File: src/rtl/axi_rr_arbiter.sv
// Two-master to one-slave AXI arbiter with independent round-robin write and read paths.
// Each path grants one master per burst and counts beats so the burst ends on the latched length.
`timescale 1ns/1ps
module axi_rr_arbiter #(
  parameter int ADD_SIZE   = 32,
  parameter int DATA_SIZE  = 32,
  parameter int LEN_SIZE   = 4,
  parameter int S_SIZE     = 3,
  parameter int BURST_SIZE = 2
) (
  input  logic                  ACLK,
  input  logic                  ARESET,
  // master 0
  input  logic [ADD_SIZE-1:0]   M0_AWADDR,
  input  logic [LEN_SIZE-1:0]   M0_AWLEN,
  input  logic [S_SIZE-1:0]     M0_AWSIZE,
  input  logic [BURST_SIZE-1:0] M0_AWBURST,
  input  logic                  M0_AWVALID,
  output logic                  M0_AWREADY,
  input  logic [DATA_SIZE-1:0]  M0_WDATA,
  input  logic                  M0_WLAST,
  input  logic                  M0_WVALID,
  output logic                  M0_WREADY,
  input  logic [ADD_SIZE-1:0]   M0_ARADDR,
  input  logic [LEN_SIZE-1:0]   M0_ARLEN,
  input  logic [S_SIZE-1:0]     M0_ARSIZE,
  input  logic [BURST_SIZE-1:0] M0_ARBURST,
  input  logic                  M0_ARVALID,
  output logic                  M0_ARREADY,
  output logic [DATA_SIZE-1:0]  M0_RDATA,
  output logic                  M0_RLAST,
  output logic                  M0_RVALID,
  input  logic                  M0_RREADY,
  // master 1
  input  logic [ADD_SIZE-1:0]   M1_AWADDR,
  input  logic [LEN_SIZE-1:0]   M1_AWLEN,
  input  logic [S_SIZE-1:0]     M1_AWSIZE,
  input  logic [BURST_SIZE-1:0] M1_AWBURST,
  input  logic                  M1_AWVALID,
  output logic                  M1_AWREADY,
  input  logic [DATA_SIZE-1:0]  M1_WDATA,
  input  logic                  M1_WLAST,
  input  logic                  M1_WVALID,
  output logic                  M1_WREADY,
  input  logic [ADD_SIZE-1:0]   M1_ARADDR,
  input  logic [LEN_SIZE-1:0]   M1_ARLEN,
  input  logic [S_SIZE-1:0]     M1_ARSIZE,
  input  logic [BURST_SIZE-1:0] M1_ARBURST,
  input  logic                  M1_ARVALID,
  output logic                  M1_ARREADY,
  output logic [DATA_SIZE-1:0]  M1_RDATA,
  output logic                  M1_RLAST,
  output logic                  M1_RVALID,
  input  logic                  M1_RREADY,
  // shared slave
  output logic [ADD_SIZE-1:0]   S_AWADDR,
  output logic [LEN_SIZE-1:0]   S_AWLEN,
  output logic [S_SIZE-1:0]     S_AWSIZE,
  output logic [BURST_SIZE-1:0] S_AWBURST,
  output logic                  S_AWVALID,
  input  logic                  S_AWREADY,
  output logic [DATA_SIZE-1:0]  S_WDATA,
  output logic                  S_WLAST,
  output logic                  S_WVALID,
  input  logic                  S_WREADY,
  output logic [ADD_SIZE-1:0]   S_ARADDR,
  output logic [LEN_SIZE-1:0]   S_ARLEN,
  output logic [S_SIZE-1:0]     S_ARSIZE,
  output logic [BURST_SIZE-1:0] S_ARBURST,
  output logic                  S_ARVALID,
  input  logic                  S_ARREADY,
  input  logic [DATA_SIZE-1:0]  S_RDATA,
  input  logic                  S_RLAST,
  input  logic                  S_RVALID,
  output logic                  S_RREADY,
  // status
  output logic [1:0]            WGRANT,
  output logic [1:0]            RGRANT,
  output logic                  WLAST_ERR,
  output logic                  RLAST_ERR
);

  localparam logic [1:0] ST_IDLE = 2'd0;
  localparam logic [1:0] ST_ADDR = 2'd1;
  localparam logic [1:0] ST_DATA = 2'd2;

  logic [1:0]          r_w_state, r_r_state;
  logic [1:0]          r_wgrant,  r_rgrant;
  logic                r_w_last,  r_r_last;   // 1 = master 1 finished the previous burst
  logic [LEN_SIZE-1:0] r_w_cnt,   r_r_cnt;
  logic [LEN_SIZE-1:0] r_w_len,   r_r_len;

  logic [1:0] w_w_pick, w_r_pick;
  logic       w_aw_phase, w_w_phase, w_ar_phase, w_r_phase;
  logic       w_w_sel1, w_r_sel1;
  logic       w_aw_hs, w_w_hs, w_ar_hs, w_r_hs;
  logic       w_w_is_last, w_r_is_last;
  logic       w_r_to0, w_r_to1;

  // Round-robin pick: on a tie the master that did not finish last wins.
  always_comb begin
    // NOTE: every combinational output gets a default first so no path leaves it unassigned (no latch).
    w_w_pick = 2'b01;
    if (M0_AWVALID && M1_AWVALID) w_w_pick = r_w_last ? 2'b01 : 2'b10;
    else if (M1_AWVALID)          w_w_pick = 2'b10;
    w_r_pick = 2'b01;
    if (M0_ARVALID && M1_ARVALID) w_r_pick = r_r_last ? 2'b01 : 2'b10;
    else if (M1_ARVALID)          w_r_pick = 2'b10;
  end

  assign w_aw_phase  = (r_w_state == ST_ADDR);
  assign w_w_phase   = (r_w_state == ST_DATA);
  assign w_ar_phase  = (r_r_state == ST_ADDR);
  assign w_r_phase   = (r_r_state == ST_DATA);
  assign w_w_sel1    = r_wgrant[1];
  assign w_r_sel1    = r_rgrant[1];
  assign w_w_is_last = (r_w_cnt == r_w_len);
  assign w_r_is_last = (r_r_cnt == r_r_len);

  // Write address and data toward the slave; everything is zero outside its phase.
  assign S_AWVALID  = w_aw_phase & (w_w_sel1 ? M1_AWVALID : M0_AWVALID);
  assign S_AWADDR   = w_aw_phase ? (w_w_sel1 ? M1_AWADDR  : M0_AWADDR)  : '0;
  assign S_AWLEN    = w_aw_phase ? (w_w_sel1 ? M1_AWLEN   : M0_AWLEN)   : '0;
  assign S_AWSIZE   = w_aw_phase ? (w_w_sel1 ? M1_AWSIZE  : M0_AWSIZE)  : '0;
  assign S_AWBURST  = w_aw_phase ? (w_w_sel1 ? M1_AWBURST : M0_AWBURST) : '0;
  assign M0_AWREADY = w_aw_phase & r_wgrant[0] & S_AWREADY;
  assign M1_AWREADY = w_aw_phase & r_wgrant[1] & S_AWREADY;
  assign S_WVALID   = w_w_phase & (w_w_sel1 ? M1_WVALID : M0_WVALID);
  assign S_WDATA    = w_w_phase ? (w_w_sel1 ? M1_WDATA : M0_WDATA) : '0;
  assign S_WLAST    = w_w_phase & w_w_is_last;
  assign M0_WREADY  = w_w_phase & r_wgrant[0] & S_WREADY;
  assign M1_WREADY  = w_w_phase & r_wgrant[1] & S_WREADY;
  assign w_aw_hs    = S_AWVALID & S_AWREADY;
  assign w_w_hs     = S_WVALID & S_WREADY;
  assign WLAST_ERR  = w_w_hs & ((w_w_sel1 ? M1_WLAST : M0_WLAST) != w_w_is_last);

  // Read address toward the slave, read data back to the granted master only.
  assign S_ARVALID  = w_ar_phase & (w_r_sel1 ? M1_ARVALID : M0_ARVALID);
  assign S_ARADDR   = w_ar_phase ? (w_r_sel1 ? M1_ARADDR  : M0_ARADDR)  : '0;
  assign S_ARLEN    = w_ar_phase ? (w_r_sel1 ? M1_ARLEN   : M0_ARLEN)   : '0;
  assign S_ARSIZE   = w_ar_phase ? (w_r_sel1 ? M1_ARSIZE  : M0_ARSIZE)  : '0;
  assign S_ARBURST  = w_ar_phase ? (w_r_sel1 ? M1_ARBURST : M0_ARBURST) : '0;
  assign M0_ARREADY = w_ar_phase & r_rgrant[0] & S_ARREADY;
  assign M1_ARREADY = w_ar_phase & r_rgrant[1] & S_ARREADY;
  assign w_r_to0    = w_r_phase & r_rgrant[0];
  assign w_r_to1    = w_r_phase & r_rgrant[1];
  assign S_RREADY   = w_r_phase & (w_r_sel1 ? M1_RREADY : M0_RREADY);
  assign M0_RVALID  = w_r_to0 & S_RVALID;
  assign M0_RLAST   = w_r_to0 & S_RLAST;
  assign M0_RDATA   = w_r_to0 ? S_RDATA : '0;
  assign M1_RVALID  = w_r_to1 & S_RVALID;
  assign M1_RLAST   = w_r_to1 & S_RLAST;
  assign M1_RDATA   = w_r_to1 ? S_RDATA : '0;
  assign w_ar_hs    = S_ARVALID & S_ARREADY;
  assign w_r_hs     = S_RVALID & S_RREADY;
  assign RLAST_ERR  = w_r_hs & (S_RLAST != w_r_is_last);

  assign WGRANT = r_wgrant;
  assign RGRANT = r_rgrant;

  always_ff @(posedge ACLK or posedge ARESET) begin
    // NOTE: sequential state uses non-blocking assignments so all registers update together at the edge.
    if (ARESET) begin
      r_w_state <= ST_IDLE;
      r_wgrant  <= '0;
      r_w_last  <= 1'b1;
      r_w_cnt   <= '0;
      r_w_len   <= '0;
    end else begin
      case (r_w_state)
        ST_IDLE: if (M0_AWVALID || M1_AWVALID) begin
          r_wgrant  <= w_w_pick;
          r_w_state <= ST_ADDR;
        end
        ST_ADDR: if (w_aw_hs) begin
          r_w_len   <= w_w_sel1 ? M1_AWLEN : M0_AWLEN;
          r_w_cnt   <= '0;
          r_w_state <= ST_DATA;
        end
        ST_DATA: if (w_w_hs) begin
          if (w_w_is_last) begin
            r_w_state <= ST_IDLE;
            r_wgrant  <= '0;
            r_w_last  <= r_wgrant[1];
          end else begin
            r_w_cnt <= r_w_cnt + 1'b1;
          end
        end
        default: begin
          r_w_state <= ST_IDLE;
          r_wgrant  <= '0;
        end
      endcase
    end
  end

  always_ff @(posedge ACLK or posedge ARESET) begin
    if (ARESET) begin
      r_r_state <= ST_IDLE;
      r_rgrant  <= '0;
      r_r_last  <= 1'b1;
      r_r_cnt   <= '0;
      r_r_len   <= '0;
    end else begin
      case (r_r_state)
        ST_IDLE: if (M0_ARVALID || M1_ARVALID) begin
          r_rgrant  <= w_r_pick;
          r_r_state <= ST_ADDR;
        end
        ST_ADDR: if (w_ar_hs) begin
          r_r_len   <= w_r_sel1 ? M1_ARLEN : M0_ARLEN;
          r_r_cnt   <= '0;
          r_r_state <= ST_DATA;
        end
        ST_DATA: if (w_r_hs) begin
          if (w_r_is_last) begin
            r_r_state <= ST_IDLE;
            r_rgrant  <= '0;
            r_r_last  <= r_rgrant[1];
          end else begin
            r_r_cnt <= r_r_cnt + 1'b1;
          end
        end
        default: begin
          r_r_state <= ST_IDLE;
          r_rgrant  <= '0;
        end
      endcase
    end
  end

endmodule

File: config.mk
export PLATFORM = sky130hd
export DESIGN_NAME = axi_rr_arbiter
export DESIGN_NICKNAME = d
export VERILOG_FILES = /design/src/rtl/axi_rr_arbiter.sv
export SDC_FILE = /design/constraint.sdc
export NUM_CORES = 1
export LEC_CHECK = 0
export BUFFER_PORTS_ARGS = -buffer_cell sky130_fd_sc_hd__buf_2
export CAP_MARGIN = 10
export CELL_PAD_IN_SITES_DETAIL_PLACEMENT = 1
export CELL_PAD_IN_SITES_GLOBAL_PLACEMENT = 1
export CORE_AREA = 2 2 183 185
export DETAILED_ROUTE_END_ITERATION = 8
export DIE_AREA = 0 0 185 187
export GPL_ROUTABILITY_DRIVEN = 0
export GPL_TIMING_DRIVEN = 0
export HOLD_SLACK_MARGIN = 0.03
export PLACE_DENSITY = 0.55
export SETUP_SLACK_MARGIN = 0.02
export SYNTH_ARGS = -nofsm -noshare
export SYNTH_HDL_FRONTEND = slang
export SYNTH_SLANG_ARGS = --single-unit
File: constraint.sdc
create_clock -name ACLK -period 2.3 [get_ports ACLK]
set_input_delay 0.115 -clock ACLK [delete_from_list [all_inputs] [get_ports ACLK]]
set_output_delay 0.115 -clock ACLK [all_outputs]
set_load 0.01 [all_outputs]
### Word-level counts from Yosys, hierarchy flattened

Index checks and enable logic that the tools add are counted.
Widths: inputs -> output; s select.

| storage, ports and cells | value |
|---|---|
| word-level logic and storage cells | 132 |
| input port bits | 277 |
| register bits | 26 |

| cells by class | value |
|---|---|
| mux-type cells | 53 |
| equal/unequal tests | 18 |
| bitwise logic cells | 31 |
| reduce and logical (&&, ||, !) cells | 18 |
| add/subtract/negate cells | 2 |

Operators by type and width:

| kind | count |
|---|---|
| $mux 32 | 8 |
| $mux 2 | 20 |
| $mux 4 | 10 |
| $and 1x1->1 | 29 |
| $pmux 2 s3 | 4 |
| $reduce_and 4->1 | 6 |
| $pmux 4 s2 | 2 |
| $mux 3 | 4 |
| $ne 2x1->1 const B | 6 |
| $add 4x1->4 const B | 2 |
| $eq 4x4->1 | 2 |
| $ne 2x2->1 const B | 4 |
| $reduce_and 3->1 | 2 |
| $mux 1 | 5 |
| $eq 2x1->1 const B | 2 |
| $eq 2x2->1 const B | 2 |
| $logic_not 2->1 | 2 |
| $reduce_and 2->1 | 2 |
| $reduce_bool 2->1 | 2 |
| $logic_and 1x1->1 | 2 |
| $logic_or 1x1->1 | 2 |
| $ne 1x1->1 | 2 |
| $not 1->1 | 2 |

### Logic depth before layout (Yosys ltp)

| logic depth | value |
|---|---|
| word-level depth | 5 |
| gate-level depth with buffers | 6 |
| gate-level depth less buffers | 4 |

### Worst setup path after synthesis

OpenSTA, ideal clock, no wires.

| timing | value |
|---|---|
| kind | reg2reg |
| start | reg r_rgrant[1], in the netlist RGRANT[1] |
| end | reg r_r_cnt[2] |
| cell stages (with the launch flop) | 6 |
| slack | 0.746 ns |
| arrival time | 1.430 ns |
| data required time | 2.176 ns |
| buffers on the path | 1 |
| cells stage by stage | dfrtp_1 -> buf_6 -> mux2_4 -> and3_4 -> and4_1 -> a211o_1 |

| between the ends | value |
|---|---|
| cells in the longest elaborated chain, start to end | 5 |
| elaborated cells between the ends (all ways) | 9 |

RTL lines:

| element | RTL line | RTL |
|---|---|---|
| start: declaration | 88 | `logic [1:0] r_wgrant, r_rgrant;` |
| start signal: assignment | 207 | `r_rgrant <= w_r_pick;` |
| $mux 1 (on tied branches) | 147, 138 |  |
| $and 1x1->1 (on tied branches) | 147, 138 |  |
| $and 1x1->1 (on tied branches) | 155, 154 |  |
| $ne 2x1->1 (no source line) | - |  |
| $reduce_and 4->1 (no source line) * | - |  |
| end signal: assignment | 221 | `r_r_cnt <= r_r_cnt + 1'b1;` |
| end: declaration | 90 | `logic [LEN_SIZE-1:0] r_w_cnt, r_r_cnt;` |

Every way passes the cells marked *; elsewhere a longest branch is shown, timed or not.
A chain may end at the register's enable or synchronous reset.

### Worst setup path in the final report

| timing | value |
|---|---|
| start | reg r_wgrant[1], in the netlist WGRANT[1] |
| end | out S_WDATA[23] |

| between the ends | value |
|---|---|
| cells in the longest elaborated chain, start to end | 2 |

RTL lines:

| element | RTL line | RTL |
|---|---|---|
| start: declaration | 88 |  |
| start signal: assignment | 172 | `r_wgrant <= w_w_pick;` |
| $mux 32 (2 in series) | 129 | `assign S_WDATA = w_w_phase ? (w_w_sel1 ? M1_WDATA : M0_WDATA) : '0;` |
| end: declaration | 62 | `output logic [DATA_SIZE-1:0] S_WDATA,` |

No other way between the ends.

==> results by group <==
Status
  – Outcome: finished clean

Worst setup path
  – Worst setup SP type: register
  – Crit-path leading delay family: buffers and inverters
  – Slowest stage delay, CP: 0.37 ns
  – Worst-path cell chain: buf_6 > buf_2 > buf_2 > mux2i_1 > nor2_1 > buf_2
  – Worst Path Max Fanout: 10
  – Buffer and inverter count on the worst path: 4
  – WS Path Type: register to output port
  – Most frequent CP cell: buf_2
  – Crit path DAT: 1.99 ns
  – CP Capture Type: output port
  – Highest-delay cell along the critical path: buf_2
  – Crit path required time: 2.18 ns

Clocking
  – # resized after CTS: 0
  – H-tree depth: 1
  – Hold_buf cts: 0
  – Post-CTS Setup Bufs: 0
  – Worst skew pair latency: 0.27 ns
  – CTS tree: yes
  – CTS max path bufs: 2
  – Root buffer cell: clkbuf_16
  – Num CTS Buffers: 3
  – Sink Count: 26
  – Clock slew at reported path FFs: 0.07 ns

Floorplanning
  – Num ports: 476
  – Core area: 32,900 sq um
  – Die area: 34,600 sq um
  – Die Span Y: 187 um
  – Die W: 185 um
  – Initial core utilization: 0.114
  – Row count: 67

Synthesis
  – Post-synth EDFFs: 0
  – Net Count, Synth: 779
  – Seq cells post-synth: 26
  – Synthesis Warnings: 0
  – Mapped Cells: 500
  – Seq/Total Area, Yosys: 0.175
  – Main flop type after synthesis: dfrtp_1
  – Cell variety after synth: 41
  – Asr flop ratio synth: 1.00
  – Post-Syn Area per Cell: 7.48 sq um
  – Synth Cell Area: 3740 sq um

Global route
  – Number of global-route vias before repair: 5,565
  – Pin count of the biggest net entering global routing: 27
  – Global-route wire length before repair: 31.4 mm
  – Initial antenna violation count: 0
  – Total track usage: 0.115
  – Congestion Overflow GR: 0

Finish
  – Filler instances: 4,196
  – Layout Nets: 1,261
  – Area Overhead vs Synth: 81.5%
  – Sequential cell area: 653 sq um
  – Final Util: 0.207
  – Layout Cells excl Fill: 1,428
  – Multi-input gate area: 2830 sq um
  – Diode count: 0
  – Layout cell share with drive strength beyond 1: 0.518

Detailed routing
  – DRC: 0
  – Violation count after the first detailed-route iteration: 175
  – Routed Antenna Nets: 0
  – Routed WL: 21.5 mm
  – First-pass DRT Iterations: 4
  – Drt wl/cell: 15.0 um
  – Via count: 5,479
  – Vias per cell: 3.84

Timing
  – Period minus WS final: 2.10 ns
  – RSZ-0062 raised after global routing: no
  – Worst Tran Pin Value: 0.584 ns
  – Final worst slack: 0.196 ns
  – Fin crit share: 0.915
  – Final Hold Viols: 0
  – TNS Setup: 0 ns
  – Setup violators final: 0
  – Clk_skew: 0.00418 ns
  – Final Slew Violations: 0
  – Relative slew margins: 0.610
  – Fmax: 475 MHz

Power
  – Final Power: 6.19 mW
  – Power Density: 911 nW/um^2
  – Leakage power total: 4.19 nW
  – Worst VDD drop: 339 uV

Flow run
  – Max Cap Violations: 0

Placed design
  – Port Buffer Count: 475
  – DP Wirelength: 18.8 mm
  – Cells after DPL: 1,423
  – Setup WS pre-CTS: 0.471 ns

Min path
  – Hold Crit Class: input pin to register
## flip-flops by register name, summed over array words and instances, names as in the netlist
| name | count |
|---|---|
| RGRANT | 2 |
| r_w_cnt | 4 |
| WGRANT | 2 |
| r_r_len | 4 |
| r_r_cnt | 4 |
| r_w_len | 4 |
| r_r_state | 2 |
| r_r_last | 1 |
| r_w_state | 2 |
| r_w_last | 1 |
## layer usage
layer / GRT usage / vias up / routed length, um
li1: - / 2695 / -
met1: 0.140 / 2532 / 9030
met2: 0.212 / 235 / 10800
met3: 0.0156 / 17 / 1330
met4: 0.0253 / 0 / 276
met5: 0 / - / 0
## per-stage QoR
| step | area [sq um] | hold slack [ns] |
|---|---|---|
| 6_report | 6790 | 0.0882 |
| 4_1_cts | 6760 | 0.0819 |
| 3_5_place_dp | 6680 | 0.372 |
| 2_1_floorplan | 3740 | 0.154 |
| 5_1_grt | 6790 | 0.0986 |
| 3_3_place_gp | 6680 | 0.361 |
## cells in the final DEF, fill, tap and decap left out, drive strengths merged, types with 3 or more instances in the layout
| cell | instances |
|---|---|
| dfrtp | 24 |
| a311oi | 3 |
| mux2i | 118 |
| a211o | 3 |
| nor3 | 4 |
| nand3b | 3 |
| a21o | 3 |
| clkbuf | 31 |
| a21oi | 12 |
| o21ai | 7 |
| nor2 | 129 |
| xnor2 | 10 |
| and3 | 82 |
| inv | 7 |
| mux2 | 3 |
| nand2 | 9 |
| buf | 496 |
| nand3 | 6 |
| nand2b | 5 |
| and2 | 3 |
## power by group
group | internal, mW | switching (mW) | total, mW
clock network | 0.231 | 0.168 | 0.399
registers | 0.626 | 0.169 | 0.796
logic | 2.08 | 2.91 | 4.99
total | 2.94 | 3.25 | 6.19
## worst reg2reg max path, cell delays in order, from the launching register on
cell	delay, ns
dfrtp_1	0.45
nor2b_1	0.38
nand3b_1	0.28
o21ai_1	0.31
o221ai_1	0.15
## path summary, 6_finish.rpt
path	depth (start not counted)	endpoint	slack, ns	start
worst min-delay path	2	r_r_state[0]$_DFFE_PP0P_	0.09	S_ARREADY
min in group asynchronous	3	WGRANT[1]$_DFFE_PP0P_	0.47	ARESET
worst max-delay path	6	S_WDATA[23]	0.20	WGRANT[1]$_DFFE_PP0P_
worst min register to register	2	r_r_last$_DFFE_PP1P_	0.51	r_r_last$_DFFE_PP1P_
max in group asynchronous	4	r_r_last$_DFFE_PP1P_	1.26	ARESET
worst max register to register	4	WGRANT[1]$_DFFE_PP0P_	0.60	r_w_state[1]$_DFFE_PP0P_
## synth_stat cells (2+ instances only)
library cell,number,area [sq um]
nor2_1,129,484
mux2i_1,118,1180
and3_1,81,507
clkbuf_1,28,105
dfrtp_1,24,601
buf_2,14,70.1
a21oi_1,10,50.1
xnor2_1,10,87.6
nand2_1,9,33.8
inv_1,7,26.3
nand3_1,6,30.0
o21ai_0,6,30.0
nand2b_1,5,31.3
buf_6,4,45.0
nor3_1,4,20.0
a211o_1,3,26.3
a21o_1,3,22.5
a311oi_1,3,26.3
and2_1,3,18.8
mux2_4,3,45.0
nand3b_1,3,22.5
a21oi_4,2,32.5
a22o_1,2,17.5
and2b_1,2,15.0
and4_1,2,17.5
dfstp_2,2,52.6
ha_1,2,25.0
nor2b_1,2,12.5
## cell families (layout without fill, tap and decap cells)
kind of cell | Yosys count | count (layout) | share of synthesized area
AO/OA/AOI/OAI | 34 | 34 | 0.0652
XOR/XNOR | 10 | 10 | 0.0234
buffers and inverters | 55 | 535 | 0.0689
AND/OR/NAND/NOR | 252 | 252 | 0.334
multiplexers | 121 | 121 | 0.328
flip-flops | 26 | 26 | 0.175
adder cells (fa/ha/maj) | 2 | 2 | 0.00669
## cell type report
class,count,share of cell area
clock buffers,3,0.0111
flip-flops and latches,26,0.0962
well taps,448,0.0825
repair buffers,477,0.355
multi-input cells,419,0.417
inverters,7,0.00387
plain buffers,48,0.0341
Note: power is estimated with default switching activity, not from simulation.
